==> src/rtl/bsg_cache_pkg.sv <==
// Shared cache-side types: DMA arbiter state encoding and a width helper.
// No logic; imported by the DMA arbiter and its round-robin selector.
package bsg_cache_pkg;

    typedef enum logic [1:0] {
        e_arb_idle  = 2'd0,
        e_arb_fill  = 2'd1,
        e_arb_evict = 2'd2
    } bsg_cache_dma_arb_state_e;

    // clog2 that never returns 0, so single-entry counters still get one bit
    function automatic int bsg_safe_clog2(input int n);
        return (n > 1) ? $clog2(n) : 1;
    endfunction

endpackage

==> src/rtl/bsg_cache_dma_rr_arb.sv <==
// Round-robin pick over a request vector starting at ptr_i; purely combinational (0 cycles).
// No backpressure of its own: the caller decides when a grant is consumed.
module bsg_cache_dma_rr_arb
    import bsg_cache_pkg::*;
#(
    parameter int num_p    = 4,
    parameter int lg_num_p = bsg_safe_clog2(num_p)
) (
    input  logic [num_p-1:0]    reqs_i,
    input  logic [lg_num_p-1:0] ptr_i,
    output logic [num_p-1:0]    grant_o,
    output logic [lg_num_p-1:0] id_o,
    output logic                v_o
);

    logic [lg_num_p:0] idx;
    logic [num_p-1:0]  rot;

    always_comb begin
        grant_o = '0;
        id_o    = '0;
        v_o     = 1'b0;
        idx     = '0;
        rot     = '0;
        for (int k = 0; k < num_p; k++) begin
            // ptr_i < num_p, so one conditional subtract gives the modulo
            idx = {1'b0, ptr_i} + k[lg_num_p:0];
            if (idx >= (lg_num_p+1)'(num_p)) begin
                idx = idx - (lg_num_p+1)'(num_p);
            end
            rot = reqs_i >> idx;
            if (!v_o && rot[0]) begin
                v_o     = 1'b1;
                id_o    = idx[lg_num_p-1:0];
                grant_o = {{(num_p-1){1'b0}}, 1'b1} << idx;
            end
        end
    end

endmodule

==> src/rtl/bsg_cache_dma_arbiter.sv <==
// Shares one DMA channel among caches, one block transaction at a time; packet grant is same-cycle.
// Backpressure passes straight through between owner and memory; at least one idle cycle per transaction.
module bsg_cache_dma_arbiter
    import bsg_cache_pkg::*;
#(
    parameter int num_cache_p           = 4,
    parameter int addr_width_p          = 32,
    parameter int data_width_p          = 64,
    parameter int block_size_in_words_p = 8,
    localparam int lg_num_cache_lp      = $clog2(num_cache_p),
    localparam int lg_block_lp          = bsg_safe_clog2(block_size_in_words_p),
    localparam int pkt_width_lp         = addr_width_p + 1
) (
    input  logic                                  clk_i,
    input  logic                                  reset_i,

    input  logic [num_cache_p*pkt_width_lp-1:0]   dma_pkt_i,
    input  logic [num_cache_p-1:0]                dma_pkt_v_i,
    output logic [num_cache_p-1:0]                dma_pkt_yumi_o,

    output logic [data_width_p-1:0]               dma_data_o,
    output logic [num_cache_p-1:0]                dma_data_v_o,
    input  logic [num_cache_p-1:0]                dma_data_ready_i,

    input  logic [num_cache_p*data_width_p-1:0]   dma_data_i,
    input  logic [num_cache_p-1:0]                dma_data_v_i,
    output logic [num_cache_p-1:0]                dma_data_yumi_o,

    output logic [pkt_width_lp-1:0]               mem_pkt_o,
    output logic                                  mem_pkt_v_o,
    input  logic                                  mem_pkt_yumi_i,
    output logic [lg_num_cache_lp-1:0]            mem_cache_id_o,

    input  logic [data_width_p-1:0]               mem_fill_data_i,
    input  logic                                  mem_fill_v_i,
    output logic                                  mem_fill_ready_o,
    output logic [data_width_p-1:0]               mem_evict_data_o,
    output logic                                  mem_evict_v_o,
    input  logic                                  mem_evict_yumi_i
);

    bsg_cache_dma_arb_state_e state_q, state_d;
    logic [lg_num_cache_lp-1:0] owner_q, owner_d;
    logic [lg_num_cache_lp-1:0] rr_q, rr_d;
    logic [lg_block_lp-1:0]     cnt_q, cnt_d;
    logic                       lock_q, lock_d;
    logic [lg_num_cache_lp-1:0] lock_id_q, lock_id_d;

    logic [num_cache_p-1:0]     rr_grant;
    logic [lg_num_cache_lp-1:0] rr_id;
    logic                       rr_v;

    bsg_cache_dma_rr_arb #(
        .num_p    (num_cache_p),
        .lg_num_p (lg_num_cache_lp)
    ) rr_arb (
        .reqs_i  (dma_pkt_v_i),
        .ptr_i   (rr_q),
        .grant_o (rr_grant),
        .id_o    (rr_id),
        .v_o     (rr_v)
    );

    // An offered but unaccepted packet stays selected while its requester holds valid
    logic                       use_lock;
    logic [lg_num_cache_lp-1:0] sel_id;
    logic [num_cache_p-1:0]     sel_oh;
    logic [pkt_width_lp-1:0]    sel_pkt;

    assign use_lock = lock_q & dma_pkt_v_i[lock_id_q];
    assign sel_id   = use_lock ? lock_id_q : rr_id;
    assign sel_oh   = use_lock ? ({{(num_cache_p-1){1'b0}}, 1'b1} << lock_id_q) : rr_grant;
    assign sel_pkt  = dma_pkt_i[sel_id*pkt_width_lp +: pkt_width_lp];

    logic pkt_v, pkt_hs, fill_hs, evict_hs;

    assign pkt_v    = (state_q == e_arb_idle) & rr_v & ~reset_i;
    assign pkt_hs   = pkt_v & mem_pkt_yumi_i;
    assign fill_hs  = (state_q == e_arb_fill) & ~reset_i & mem_fill_v_i & dma_data_ready_i[owner_q];
    assign evict_hs = (state_q == e_arb_evict) & ~reset_i & dma_data_v_i[owner_q] & mem_evict_yumi_i;

    assign mem_pkt_v_o      = pkt_v;
    assign mem_pkt_o        = sel_pkt;
    assign mem_cache_id_o   = sel_id;
    assign dma_data_o       = mem_fill_data_i;
    assign mem_evict_data_o = dma_data_i[owner_q*data_width_p +: data_width_p];

    always_comb begin
        dma_pkt_yumi_o   = '0;
        dma_data_v_o     = '0;
        dma_data_yumi_o  = '0;
        mem_fill_ready_o = 1'b0;
        mem_evict_v_o    = 1'b0;
        if (pkt_hs) begin
            dma_pkt_yumi_o = sel_oh;
        end
        if (!reset_i) begin
            case (state_q)
                e_arb_fill: begin
                    dma_data_v_o[owner_q] = mem_fill_v_i;
                    mem_fill_ready_o      = dma_data_ready_i[owner_q];
                end
                e_arb_evict: begin
                    mem_evict_v_o            = dma_data_v_i[owner_q];
                    dma_data_yumi_o[owner_q] = mem_evict_yumi_i;
                end
                default: begin
                end
            endcase
        end
    end

    always_comb begin
        state_d   = state_q;
        owner_d   = owner_q;
        rr_d      = rr_q;
        cnt_d     = cnt_q;
        lock_d    = lock_q;
        lock_id_d = lock_id_q;
        case (state_q)
            e_arb_idle: begin
                lock_d    = pkt_v & ~mem_pkt_yumi_i;
                lock_id_d = sel_id;
                if (pkt_hs) begin
                    owner_d = sel_id;
                    rr_d    = (sel_id == lg_num_cache_lp'(num_cache_p-1)) ? '0 : sel_id + 1'b1;
                    cnt_d   = lg_block_lp'(block_size_in_words_p-1);
                    state_d = sel_pkt[addr_width_p] ? e_arb_evict : e_arb_fill;
                end
            end
            e_arb_fill, e_arb_evict: begin
                if (fill_hs || evict_hs) begin
                    if (cnt_q == '0) begin
                        state_d = e_arb_idle;
                    end else begin
                        cnt_d = cnt_q - 1'b1;
                    end
                end
            end
            default: state_d = e_arb_idle;
        endcase
    end

    always_ff @(posedge clk_i or posedge reset_i) begin
        if (reset_i) begin
            state_q   <= e_arb_idle;
            owner_q   <= '0;
            rr_q      <= '0;
            cnt_q     <= '0;
            lock_q    <= 1'b0;
            lock_id_q <= '0;
        end else begin
            state_q   <= state_d;
            owner_q   <= owner_d;
            rr_q      <= rr_d;
            cnt_q     <= cnt_d;
            lock_q    <= lock_d;
            lock_id_q <= lock_id_d;
        end
    end

endmodule

==> config.mk <==
export PLATFORM = sky130hd
export DESIGN_NAME = bsg_cache_dma_arbiter
export DESIGN_NICKNAME = d
export VERILOG_FILES = /design/src/rtl/bsg_cache_pkg.sv /design/src/rtl/bsg_cache_dma_rr_arb.sv /design/src/rtl/bsg_cache_dma_arbiter.sv
export SDC_FILE = /design/constraint.sdc
export NUM_CORES = 1
export LEC_CHECK = 0
export BUFFER_PORTS_ARGS = -buffer_cell sky130_fd_sc_hd__buf_4
export CAP_MARGIN = 0
export CORE_AREA = 3 3 248 250
export CTS_CLUSTER_SIZE = 25
export DETAILED_ROUTE_END_ITERATION = 16
export DIE_AREA = 0 0 251 253
export PLACE_DENSITY = 0.3
export SLEW_MARGIN = 25
export SYNTH_ARGS = -nofsm -noshare
export SYNTH_HDL_FRONTEND = slang
export SYNTH_SLANG_ARGS = --single-unit
==> constraint.sdc <==
create_clock -name clk_i -period 3.9 [get_ports clk_i]
set_clock_uncertainty 0.1 [all_clocks]
set_input_delay 0.975 -clock clk_i [delete_from_list [all_inputs] [get_ports clk_i]]
set_output_delay 0.975 -clock clk_i [all_outputs]
set_load 0.02 [all_outputs]
==> reports/results.txt, run 1 <==
The proportion of synthesized flip-flops having asynchronous set or reset was 100%. TritonCTS created 3 clock buffers. The logs give 35.3 mm for the wire length reported by the detailed router and 0.00741 W for the total power. The combinational share of power was 91.4%; the count of buffers from port buffering was 518. In this run the worst hold path is classified as register to register. Setup violations remaining at the end of the flow were counted as 0. The number of nets handed over by synthesis was 912. For the number of antenna violations at the first check in global routing, the log shows 4. Setup repair after global routing could not meet its margin everywhere. The synthesized design contains 0 enable-type register cells. The leakage power total was 4.56 nW. The overall global routing resource usage was 10.2%; the number of nets with antenna violations after routing was 0. After detailed routing, the number of vias per cell comes to 3.39. Headroom to the max-slew limit came out at 47.7%.

The relative contribution of the clock network to total power is 2.6%. Among all flip-flop cells after synthesis, the most frequent one is sky130_fd_sc_hd__dfrtp_1. For the pin with the worst max-slew slack, the measured transition is 0.784 ns. With fillers left out, the area of the finished cells amounts to 0.00958 mm^2. For the number of sinks on the clock net, the log shows 12.

No sink is reached through more buffers than the 2 on the longest clock path. The number of placement rows came out at 89. The final number of hold-violating endpoints is 0. STA classifies the critical path startpoint as an input pin. After layout, the worst path uses 99.2% of the clock period.

Area of the die: 0.0635 mm^2. Measured against the total synthesized area, the mux share comes to 57.5%. After detailed routing, the number of remaining DRC violations is 0. The total area inside the core boundary comes to 0.0592 mm^2.

Sequential cells account for 5.9% of the total power. The area fraction in and, or, nand and nor cells after synthesis is 7.63%, and the data required time of the worst path is 2.82 ns. The synthesized design contains 12 register bits.

The initial DRC count is 165, and the total number of vias is 5,721. Data arrival time of the critical path: 2.79 ns. Dividing the detail-routed wire length by the instance count gives 20.9 um. 647 I/O pins were placed. During synthesis, Yosys emitted a total of 0 warnings. Summed over all nets, the switching power comes to 0.00368 W. The run gives 6,313 as the number of global-route vias before repair.

In the final design database the tool counted 1,396 nets. The cell area that synthesis handed to floorplanning was 0.00457 mm^2. The run gives 259 MHz as the maximum frequency from static timing analysis.

The first global-routing pass estimated 46.1 mm of wire. A synthesized cell averages 10.6 um^2. The tools report the insertion delay of the later-clocked pin in the worst-skew pair as 0.24 ns.

For the cell count after placement, the log shows 1,671. The internal portion of the total power is 0.00372 W. Count of mapped cells out of synthesis: 431.

The run gives 0 as the total of max-cap violations. The run finished with clean final reports. The pin count of the biggest net entering global routing is 47. The type of destination of the critical path is an output port. Of the total power, the share spent switching nets is 49.7%. The tools report the total iterations of the first detailed-routing run as 4. The setup path with the least slack is of type input pin to output port. The total power per unit cell area was 773 mW/mm^2; the starting utilization of the core area was 7.72%.

The placer's final routability congestion estimate is 0.769. The root buffer cell was sky130_fd_sc_hd__clkbuf_16. Of all cell types, the one taking the most synthesized area is sky130_fd_sc_hd__mux4_2.

Measured along the x axis, the die boundary spans 251 um. TritonCTS built the clock tree. In this run the cell area measured after placement is 0.00918 mm^2. After synthesis, the largest family of logic cells by area is multiplexers. The tools report the share of the yosys chip area belonging to registers as 6.57%. The synthesized design devotes to its leading area cell type 33.5% of total area. The routed design could run at a clock period as short as 3.87 ns. Summing the areas of all fa, ha and maj instances in the mapped netlist gives 3.28% of the synthesized area. Among all cell types in the netlist, the one instantiated most often is sky130_fd_sc_hd__mux2i_1. The tools report the count of different cell masters after synthesis as 51. The HPWL after detailed placement is 31.4 mm. The maximum level of the CTS H-tree is 1. Sorting the synthesized cells by how often they occur yields sky130_fd_sc_hd__mux2i_1, sky130_fd_sc_hd__buf_4, sky130_fd_sc_hd__mux4_2.

The total overflow left after global routing is 0. Of the cells placed in the final design, the portion with a size suffix greater than 1 is 74.7%. The complex-gate fraction of the synthesized area is 8.13%. Of the total synthesized cell area, the portion taken by XOR and XNOR cells is 0.192%. The die is 253 um tall. Clock-pin slew was measured on the worst setup and hold paths at 0.05 ns. Of all nets on the critical path, the largest fanout is 8. By area the synthesized netlist is led by sky130_fd_sc_hd__mux4_2, sky130_fd_sc_hd__mux2i_1, sky130_fd_sc_hd__buf_4.

Cells fill 16.2% of the core in the end. Across the VDD grid, the largest voltage drop is 415 uV. The area growth from synthesis to layout is 109%. The number of slew-limit violations in the final report was 0; the final instance count without filler cells was 1,688.
worst max-delay path: stages:
cell	delay (ns)
sky130_fd_sc_hd__buf_12	0.11
sky130_fd_sc_hd__or3_4	0.37
sky130_fd_sc_hd__o21ai_4	0.08
sky130_fd_sc_hd__and4_4	0.26
sky130_fd_sc_hd__a221oi_4	0.06
sky130_fd_sc_hd__buf_6	0.16
sky130_fd_sc_hd__clkbuf_16	0.18
sky130_fd_sc_hd__buf_12	0.15
sky130_fd_sc_hd__mux2i_1	0.11
sky130_fd_sc_hd__mux2i_1	0.16
sky130_fd_sc_hd__buf_4	0.17
cells in the final DEF, fill, tap and decap left out, drive strengths merged, types with 2 or more instances in the layout:
cell    instances
o221ai          2
nand3b          4
a22oi           5
and2            3
nor2b           4
or3             2
or3b            3
a22o            5
o21ai          13
and3            2
ha             12
mux4           68
nor3b           2
a221o           2
dfrtp          12
o22ai           2
mux2            3
clkbuf          7
mux2i         106
nor3            3
nor2           19
nand3           4
a221oi          2
buf           577
a21oi          13
nand2          12
inv            12
nand2b          4
state kept, by name, indices dropped and copies added, names as in the netlist:
| name | cells |
|---|---|
| state_q | 2 |
| rr_q | 2 |
| cnt_q | 3 |
| lock_id_q | 2 |
| lock_q | 1 |
| owner_q | 2 |
cell families after synthesis:
logic type,count (synthesis)
buffers and inverters,113
AOI/OAI and AO/OA,50
xor gates and xnor gates,1
adders and majority gates,12
DFF,12
and+or+nand+nor,66
muxes,177
timing repair:
action	CTS	global route
hold buffers	0	0
endpoints found under the hold margin	0	0
pin swaps	0	8
buffers inserted	1	9
gates cloned	0	3
endpoints found under the setup margin	28	37
resized for setup	7	31
final timing paths:
check | cells past startpoint | startpoint | end | slack [ns]
setup / recovery | 11 | dma_pkt_v_i[2] | mem_pkt_o[13] | 0.03
hold / removal | 2 | state_q[1]$_DFFE_PP0P_ | state_q[1]$_DFFE_PP0P_ | 0.45
setup reg to reg | 9 | rr_q[1]$_DFFE_PP0P_ | state_q[0]$_DFFE_PP0P_ | 0.90
hold reg to reg | 2 | state_q[1]$_DFFE_PP0P_ | state_q[1]$_DFFE_PP0P_ | 0.45
max in group asynchronous | 3 | reset_i | owner_q[1]$_DFFE_PP0P_ | 2.66
min in group asynchronous | 3 | reset_i | owner_q[0]$_DFFE_PP0P_ | 0.85
power groups by stage:
stage          Sequential (W)  Clock, W  Combinational, W
4_1_cts              0.000454  0.000201           0.00658
3_3_place_gp         0.000454         0           0.00653
5_1_grt              0.000473  0.000204           0.00723
2_1_floorplan        0.000216         0           0.00396
6_report             0.000439  0.000195           0.00677
3_5_place_dp         0.000455         0           0.00648
stage by stage:
step | hold slack (ns) | worst slack [ns] | TNS (ns)
global route | 0.491 | -0.0401 | -0.397
global placement | 0.449 | -0.0481 | -0.132
CTS | 0.458 | -0.000706 | -0.000706
finish | 0.454 | 0.0324 | 0
detailed placement | 0.448 | -0.0163 | -0.0240
floorplan | 0.380 | -0.0487 | -0.390
cell type report:
type / instances / area (um^2)
antenna: 1 / 2.50
clock buffer: 4 / 78.8
fill: 6713 / 49700
inverter: 12 / 45.0
multi-input combinational: 306 / 3650
sequential: 12 / 308
tap: 773 / 967
timing repair buffer: 580 / 4520
routing by layer:
metal  GRT usage, %  vias up  wire length [um]
met1           10.2     2694             12000
met2           20.1      421             19200
met4           2.37        0               626
met3           3.48       20              3460
li1               -     2586                 -
met5              0        -                 0
(Power assumes the default switching activity.)
==> inputs of run 2 (changes only) <==
Settings changed: CORE_AREA 3 3 248 250 to 3 3 254 256, DIE_AREA 0 0 251 253 to 0 0 257 259, SYNTH_HIERARCHICAL set to 1.
==> reports/results.txt, run 2 <==
The insertion delay of the later-clocked pin in the worst-skew pair was 0.24 ns. The synthesized design contains 0 enable-type register cells. Setup repair after global routing could not meet its margin everywhere. The total core area is 0.0627 mm^2, and the worst slack at placement is -0.678 ns. The routed layout has 5,723 vias. The starting utilization of the core area is 7.02%.

For this run, the number of Yosys warnings is 6. After Yosys synthesis, XOR and XNOR cells account for 0.199% of the synthesized area. STA classifies the critical path endpoint as an output port. cnt_q holds more flip-flops than any other register. Ranked by instance count, the synthesized netlist is headed by sky130_fd_sc_hd__mux2i_1, sky130_fd_sc_hd__mux4_2, sky130_fd_sc_hd__buf_4. The maximum buffer depth of the clock tree is 2.

The tools report the data arrival time of the critical path as 3.31 ns. For the first-pass GRT wire length, the log shows 49.0 mm. Buffers placed on the I/O ports in this run total 518. The critical path start-end classification was input pin to output port. The count of inserted antenna diode cells is 0, and the chip width is 257 um. By area the synthesized netlist is led by sky130_fd_sc_hd__mux4_2, sky130_fd_sc_hd__mux2i_1, sky130_fd_sc_hd__buf_4.

Once detailed placement completed, the half-perimeter wirelength came to 32.5 mm. TritonCTS built the clock tree. The fraction of layout instances using a drive strength above 1 was 84.9%. The cell area that synthesis handed to floorplanning was 0.00440 mm^2. Summed over all layers, the routed wires come to 36.3 mm. The proportion of netlist area held by the largest area contributor is 35.3%. The top cell types in the final layout, fill and taps aside, are sky130_fd_sc_hd__buf_4, sky130_fd_sc_hd__mux4_2, sky130_fd_sc_hd__mux2i_4, sky130_fd_sc_hd__buf_6, sky130_fd_sc_hd__nand2_1. The flip-flop and latch count after synthesis is 12, and the part of the cycle the worst path needs is 112%. Number of antenna violations at the first check in global routing: 9. The most common cell in the synthesized netlist is sky130_fd_sc_hd__mux2i_1.

Clock-pin slew was measured on the worst setup and hold paths at 0.04 ns. At the pin with the least slew margin, the transition time is 0.574 ns. For the share of the yosys chip area belonging to registers, the log shows 6.82%. The worst hold path belongs to the class register to register.

The final number of hold-violating endpoints came out at 0. The biggest area consumer among synthesized cells is sky130_fd_sc_hd__mux4_2. The die height is 259 um. In this run the static leakage power is 4.58 nW. The tools report the number of nets with antenna violations after routing as 0.

By area, the combinational part of the netlist is dominated by multiplexers. The number of slew-limit violations in the final report was 0. IR analysis of the VDD net gives a maximum drop of 588 uV. After the last flow step, the layout net total stands at 1,392.

The final worst slack was -0.486 ns; the peak fanout along the critical path was 7. The first routing iteration left 243 violations. Including well taps, the total number of placed cells is 1,734. In the final routed layout, each cell accounts on average for 20.7 um. For the remaining routing DRC violations, the log shows 0. Predominant post-synthesis flop cell: sky130_fd_sc_hd__dfrtp_1. After layout, the design draws a total of 0.0103 W.

Number of top-level pins: 647. Routability-driven placement finished with a final weighted congestion of 0.838. Data on the critical path is required at its endpoint by 2.82 ns.

The maximum frequency from static timing analysis was 228 MHz; the number of global-route vias before repair was 6,303. Of all flip-flops after synthesis, the portion carrying an async set or reset was 100%. The die covers 0.0666 mm^2. Entering global routing, the biggest net connects 25 pins.

Critical path launch point type: an input pin. Summing the areas of all compound-gate instances in the mapped netlist gives 5.74% of the synthesized area. The run finished, with violations left. The synthesized netlist devotes 3.69% of its cell area to adder and majority cells. The area fraction in and, or, nand and nor cells after synthesis works out to 7.90%. Power spread over the standard cell area amounts to 955 mW/mm^2.

For the count of mapped cells out of synthesis, the log shows 410. The library cell used most frequently in the layout, excluding fill and tap cells, is sky130_fd_sc_hd__buf_4. The first TritonRoute pass finished after 4 iterations. Summing all placed instances gives a cell area of 0.00975 mm^2.

The area growth from synthesis to final layout is 145%, and the time the worst path needs with I/O delays and setup is 4.39 ns. After synthesis, the netlist uses 47 different library cells. Global routing consumed, over all layers together, 10.2% of the routing resources.

The final instance count without filler cells was 1,755; the number of flip-flops under the largest register name was 3. In this run, CTS created clock tree buffers numbering 3. The total of max-cap violations is 0.

The worst pin sits at a relative slew slack of 61.7%. The number of vias per cell after detailed routing is 3.26. The finished cells cover 0.0108 mm^2. The final setup violation count was 39.

CTS placed an instance of sky130_fd_sc_hd__clkbuf_16 at the clock tree root. The average instance in the mapped netlist occupies 10.7 um^2. The checks that failed: negative setup slack. The multiplexer area fraction after synthesis was 60.3%; the total grt overflow was 0. The floorplan has 92 rows. CTS saw 12 sinks. The logs give 1 for the maximum level of the CTS H-tree and 892 for the synthesized net count.
[run 2: changes by cell type in the layout (fill, tap and decap cells not counted), moves of 9 or more]
cell,change
sky130_fd_sc_hd__buf_4,-38
sky130_fd_sc_hd__mux2i_4,+61
sky130_fd_sc_hd__mux2i_2,+16
sky130_fd_sc_hd__nand2_1,+9
sky130_fd_sc_hd__buf_6,+36
sky130_fd_sc_hd__mux2i_1,-83
[run 2: where the power goes]
group          total (W)  internal (W)  switching (W)  leakage (nW)
Clock           0.000209      0.000155      0.0000538        0.0442
Combinational    0.00969       0.00531        0.00438          4.40
Sequential      0.000378      0.000186       0.000192         0.139
Total             0.0103       0.00565        0.00463          4.58
[run 2: through the flow]
stage / hold slack (ns) / TNS [ns] / utilization [%]
after global routing: 0.452 / -18.73 / 17.2
after global placement: 0.378 / -21.78 / 15.5
final: 0.400 / -15.26 / 17.2
after detailed placement: 0.391 / -21.54 / 15.5
after floorplan: 0.365 / -7.97 / -
after CTS: 0.399 / -16.72 / 16.8
[run 2: final timing paths]
check | from | to | slack, ns | depth (start not counted)
max | dma_pkt_v_i[1] | mem_pkt_o[31] | -0.49 | 12
min | cnt_q[2]$_DFFE_PP0P_ | cnt_q[2]$_DFFE_PP0P_ | 0.40 | 1
max reg2reg | rr_q[1]$_DFFE_PP0P_ | state_q[1]$_DFFE_PP0P_ | 0.48 | 14
min reg2reg | cnt_q[2]$_DFFE_PP0P_ | cnt_q[2]$_DFFE_PP0P_ | 0.40 | 1
max in group asynchronous | reset_i | owner_q[1]$_DFFE_PP0P_ | 2.69 | 3
min in group asynchronous | reset_i | state_q[1]$_DFFE_PP0P_ | 0.58 | 2
[run 2: what timing repair did]
item	4_1_cts	5_1_grt
gates resized for setup	102	40
gates cloned	2	2
pin swaps	4	4
setup endpoints to repair	40	40
buffers inserted	16	3
hold buffers	0	0
[run 2: layout make-up]
class,count,area (um^2)
clock buffers,4,88.8
repair buffers,591,4900
inverters,11,41.3
multi-input cells,291,4370
flip-flops and latches,12,308
fillers,6989,52000
well taps,846,1060
[run 2: layer usage]
metal | GRT usage (%) | up-vias | share of wire (%)
met2 | 19.7 | 428 | 54
met5 | 0 | - | 0
met3 | 3.27 | 18 | 10
li1 | - | 2539 | -
met4 | 0.756 | 0 | 0.79
met1 | 11.2 | 2738 | 35
[run 2: critical path: stages]
cell and delay [ns]:
sky130_fd_sc_hd__buf_8 0.10, sky130_fd_sc_hd__mux4_2 0.51, sky130_fd_sc_hd__nand2b_4 0.16, sky130_fd_sc_hd__and2b_2 0.20, sky130_fd_sc_hd__o31ai_4 0.27, sky130_fd_sc_hd__mux2i_4 0.14
sky130_fd_sc_hd__buf_12 0.18, sky130_fd_sc_hd__buf_12 0.14, sky130_fd_sc_hd__clkbuf_16 0.16, sky130_fd_sc_hd__mux2i_4 0.19, sky130_fd_sc_hd__mux2i_4 0.14, sky130_fd_sc_hd__buf_6 0.14
[run 2: cells by family (layout without fill, tap and decap cells)]
group,Yosys count,count (layout)
fa+ha+maj,13,13
buf+inv,107,606
flops,12,12
xor+xnor,1,1
simple gates,70,70
compound gates,32,32
mux,175,175
==> inputs of run 3 (changes only) <==
Settings changed: GPL_TIMING_DRIVEN set to 0.
==> reports/results.txt, run 3 (synthesis gave the netlist of run 2 again) <==
The flow ran to the end, but the final reports show violations. The final reports fail on negative setup slack. Across the run, the number of max-cap violations was 0. The logs give 4 for the total iterations of the first detailed-routing run and 53.8 mm for the first-pass GRT wire length. STA classifies the critical path startpoint as an input pin. The longest clock path from root to sink contains 2 buffers. The number of placement rows was 92; the time the worst path needs with I/O delays and setup was 4.46 ns. TritonCTS built the clock tree. The logs give 8 for the number of antenna violations at the first check in global routing and 0 for the hold buffer count at CTS. Once the floorplan was initialized, standard cells occupied 7.02% of the core. The number of vias per cell after detailed routing works out to 3.26. For this design the top-level I/O count stands at 647. Part of the cycle the worst path needs: 114%.

The half-perimeter wire length after placement is 36.5 mm. The worst min-delay path category was register to register. In this run the worst setup path begins at dma_pkt_v_i[2].

Total power per unit cell area: 894 mW/mm^2. For the number of slew-limit violations in the final report, the log shows 0. Number of global-route vias before repair: 6,606. At the end of routability-driven placement, the weighted congestion stood at 0.796. For the worst flop-to-flop path, the logic depth is 16.

For the pin with the worst max-slew slack, the measured transition is 0.970 ns. Root buffer cell: sky130_fd_sc_hd__clkbuf_16. From left edge to right edge, the die measures 257 um. The filler cells instantiated in the layout total 7,120. The critical path capture point is mem_pkt_o[32].

In the final routed layout, each cell accounts on average for 21.8 um. Fraction of layout instances using a drive strength above 1: 86.1%. At the end of the flow the core is filled with cells to 18.3%. The cell area after layout came out at 0.0115 mm^2. Endpoint of the worst-slack reg-to-reg timing path: state_q[1]$_DFFE_PP0P_. The critical path start-end classification is input pin to output port. The logs give 224 MHz for the maximum frequency from static timing analysis and 5.14 nW for the leakage power total. After detailed routing, the number of remaining DRC violations is 0.

The data arrival time of the critical path was 3.39 ns. For flop-to-flop paths, the worst setup slack is 0.28 ns. The worst-case IR drop observed on VDD is 472 uV. Setup violations remaining at the end of the flow were counted as 39.

The number of flip-flops under the largest register name came out at 3. Across all hold checks on the routed design, the worst slack comes to 0.398 ns. Setup repair after global routing could not meet its margin everywhere. The final number of hold-violating endpoints was 0.

The run gives -0.563 ns as the final worst slack. STA classifies the critical path endpoint as an output port. The max-slew headroom at the worst pin came out at 35.4%. The maximum level of the CTS H-tree came out at 1. For this run, the total global-route usage over all layers was measured as 11.3%. The register name with the most flops was cnt_q. The run gives 12 as the number of sinks on the clock net. The number of nets with antenna violations after routing is 0, and the area growth from synthesis to final layout is 161%. The total overflow left after global routing is 0.

The wire length reported by the detailed router was 41.0 mm; the die height was 259 um. The final route contains 6,138 vias. For the instance area after placement, the log shows 0.0104 mm^2.

The worst slack at placement is -1.34 ns, and the count of buffers from port buffering is 582. In this run, the number of DRC markers left after iteration 0 of detailed routing was 210. Leaving out fill and tap cells, the most frequent cell in the layout is sky130_fd_sc_hd__buf_4.

The library cells used most frequently in the layout, excluding fill and tap cells, are sky130_fd_sc_hd__buf_4, sky130_fd_sc_hd__mux4_2, sky130_fd_sc_hd__buf_6, sky130_fd_sc_hd__mux2i_4, sky130_fd_sc_hd__mux2i_2. The peak fanout along the critical path works out to 6. Clock latency on the worst-skew pair, taken at its later pin, is 0.24 ns.

After clock tree synthesis, the clock-pin slew on the worst setup and hold paths is 0.05 ns. The net total in the final layout was 1,516; the number of buffers inserted during clock tree synthesis was 3. The worst flop-to-flop path startpoint was rr_q[0]$_DFFE_PP0P_.

Entering global routing, the biggest net connects 18 pins. The core region is 0.0627 mm^2. The area of the die is 0.0666 mm^2. Data on the critical path is required at its endpoint by 2.82 ns.
run 3: cell count changes in the layout (fill, tap and decap cells not counted), sizes merged:
| cell | previous run | this run |
|---|---|---|
| buf | 589 | 701 |
| clkbuf | 6 | 17 |
| clkdlybuf4s15 | 0 | 1 |
| clkinvlp | 0 | 1 |
| diode | 0 | 3 |
| inv | 11 | 10 |
run 3: how the worst min path moves through the flow:
stage	from	endpoint	slack [ns]	depth (start not counted)
after global routing	cnt_q[2]$_DFFE_PP0P_	cnt_q[2]$_DFFE_PP0P_	0.42	1
final	cnt_q[2]$_DFFE_PP0P_	cnt_q[2]$_DFFE_PP0P_	0.40	1
after global placement	cnt_q[2]$_DFFE_PP0P_	cnt_q[2]$_DFFE_PP0P_	0.39	1
after CTS	cnt_q[2]$_DFFE_PP0P_	cnt_q[2]$_DFFE_PP0P_	0.40	1
after floorplan	cnt_q[2]$_DFFE_PP0P_	cnt_q[2]$_DFFE_PP0P_	0.36	1
after detailed placement	cnt_q[2]$_DFFE_PP0P_	cnt_q[2]$_DFFE_PP0P_	0.39	1
run 3: per-layer routing:
metal	routed length, um	share of wire [%]	up-vias	global-route usage (%)
met5	13	0.032	-	0
met4	127	0.31	2	0.567
met3	3200	7.8	14	3.14
met2	22500	55	348	22.0
met1	15200	37	2987	12.7
li1	-	-	2787	-
run 3: worst max-delay path, cell delays in order:
cell and delay (ns):
sky130_fd_sc_hd__buf_8 0.10, sky130_fd_sc_hd__mux4_2 0.47, sky130_fd_sc_hd__buf_4 0.15, sky130_fd_sc_hd__buf_4 0.15, sky130_fd_sc_hd__and2b_2 0.23, sky130_fd_sc_hd__o31ai_4 0.06, sky130_fd_sc_hd__mux2i_4 0.17, sky130_fd_sc_hd__buf_12 0.16
sky130_fd_sc_hd__buf_8 0.12, sky130_fd_sc_hd__buf_4 0.12, sky130_fd_sc_hd__mux4_2 0.52, sky130_fd_sc_hd__buf_6 0.15
run 3: timing repair:
action / CTS / global route
endpoints found under the setup margin: 92 / 44
pin swaps: 7 / 5
cloned: 3 / 3
resized for setup: 114 / 36
buffers inserted: 20 / 15
hold endpoints to repair: 0 / 0
run 3: stage by stage:
stage	cells	total power [W]	setup TNS (ns)
finish	1882	0.0103	-17.69
global route	1879	0.0109	-20.59
CTS	1863	0.0100	-19.43
detailed placement	1838	0.00834	-44.76
global placement	1838	0.00836	-54.17
floorplan	410	0.00540	-7.97
run 3: report_power, final:
group | switching (W) | internal [W] | leakage (nW) | total, W
Combinational | 0.00462 | 0.00517 | 4.95 | 0.00979
Sequential | 0.000101 | 0.000182 | 0.139 | 0.000283
Clock | 0.0000552 | 0.000155 | 0.0442 | 0.000210
Total | 0.00477 | 0.00551 | 5.14 | 0.0103
run 3: final cells by class:
cell class	count	area (um^2)	share of cell area (%)
Clock buffer	4	88.8	0.773
Buffer	92	785	6.82
Inverter	11	47.5	0.414
Antenna cell	3	7.51	0.0653
Timing Repair Buffer	623	5030	43.7
Tap cell	846	1060	9.21
Sequential cell	12	303	2.63
Multi-Input combinational cell	291	4180	36.3
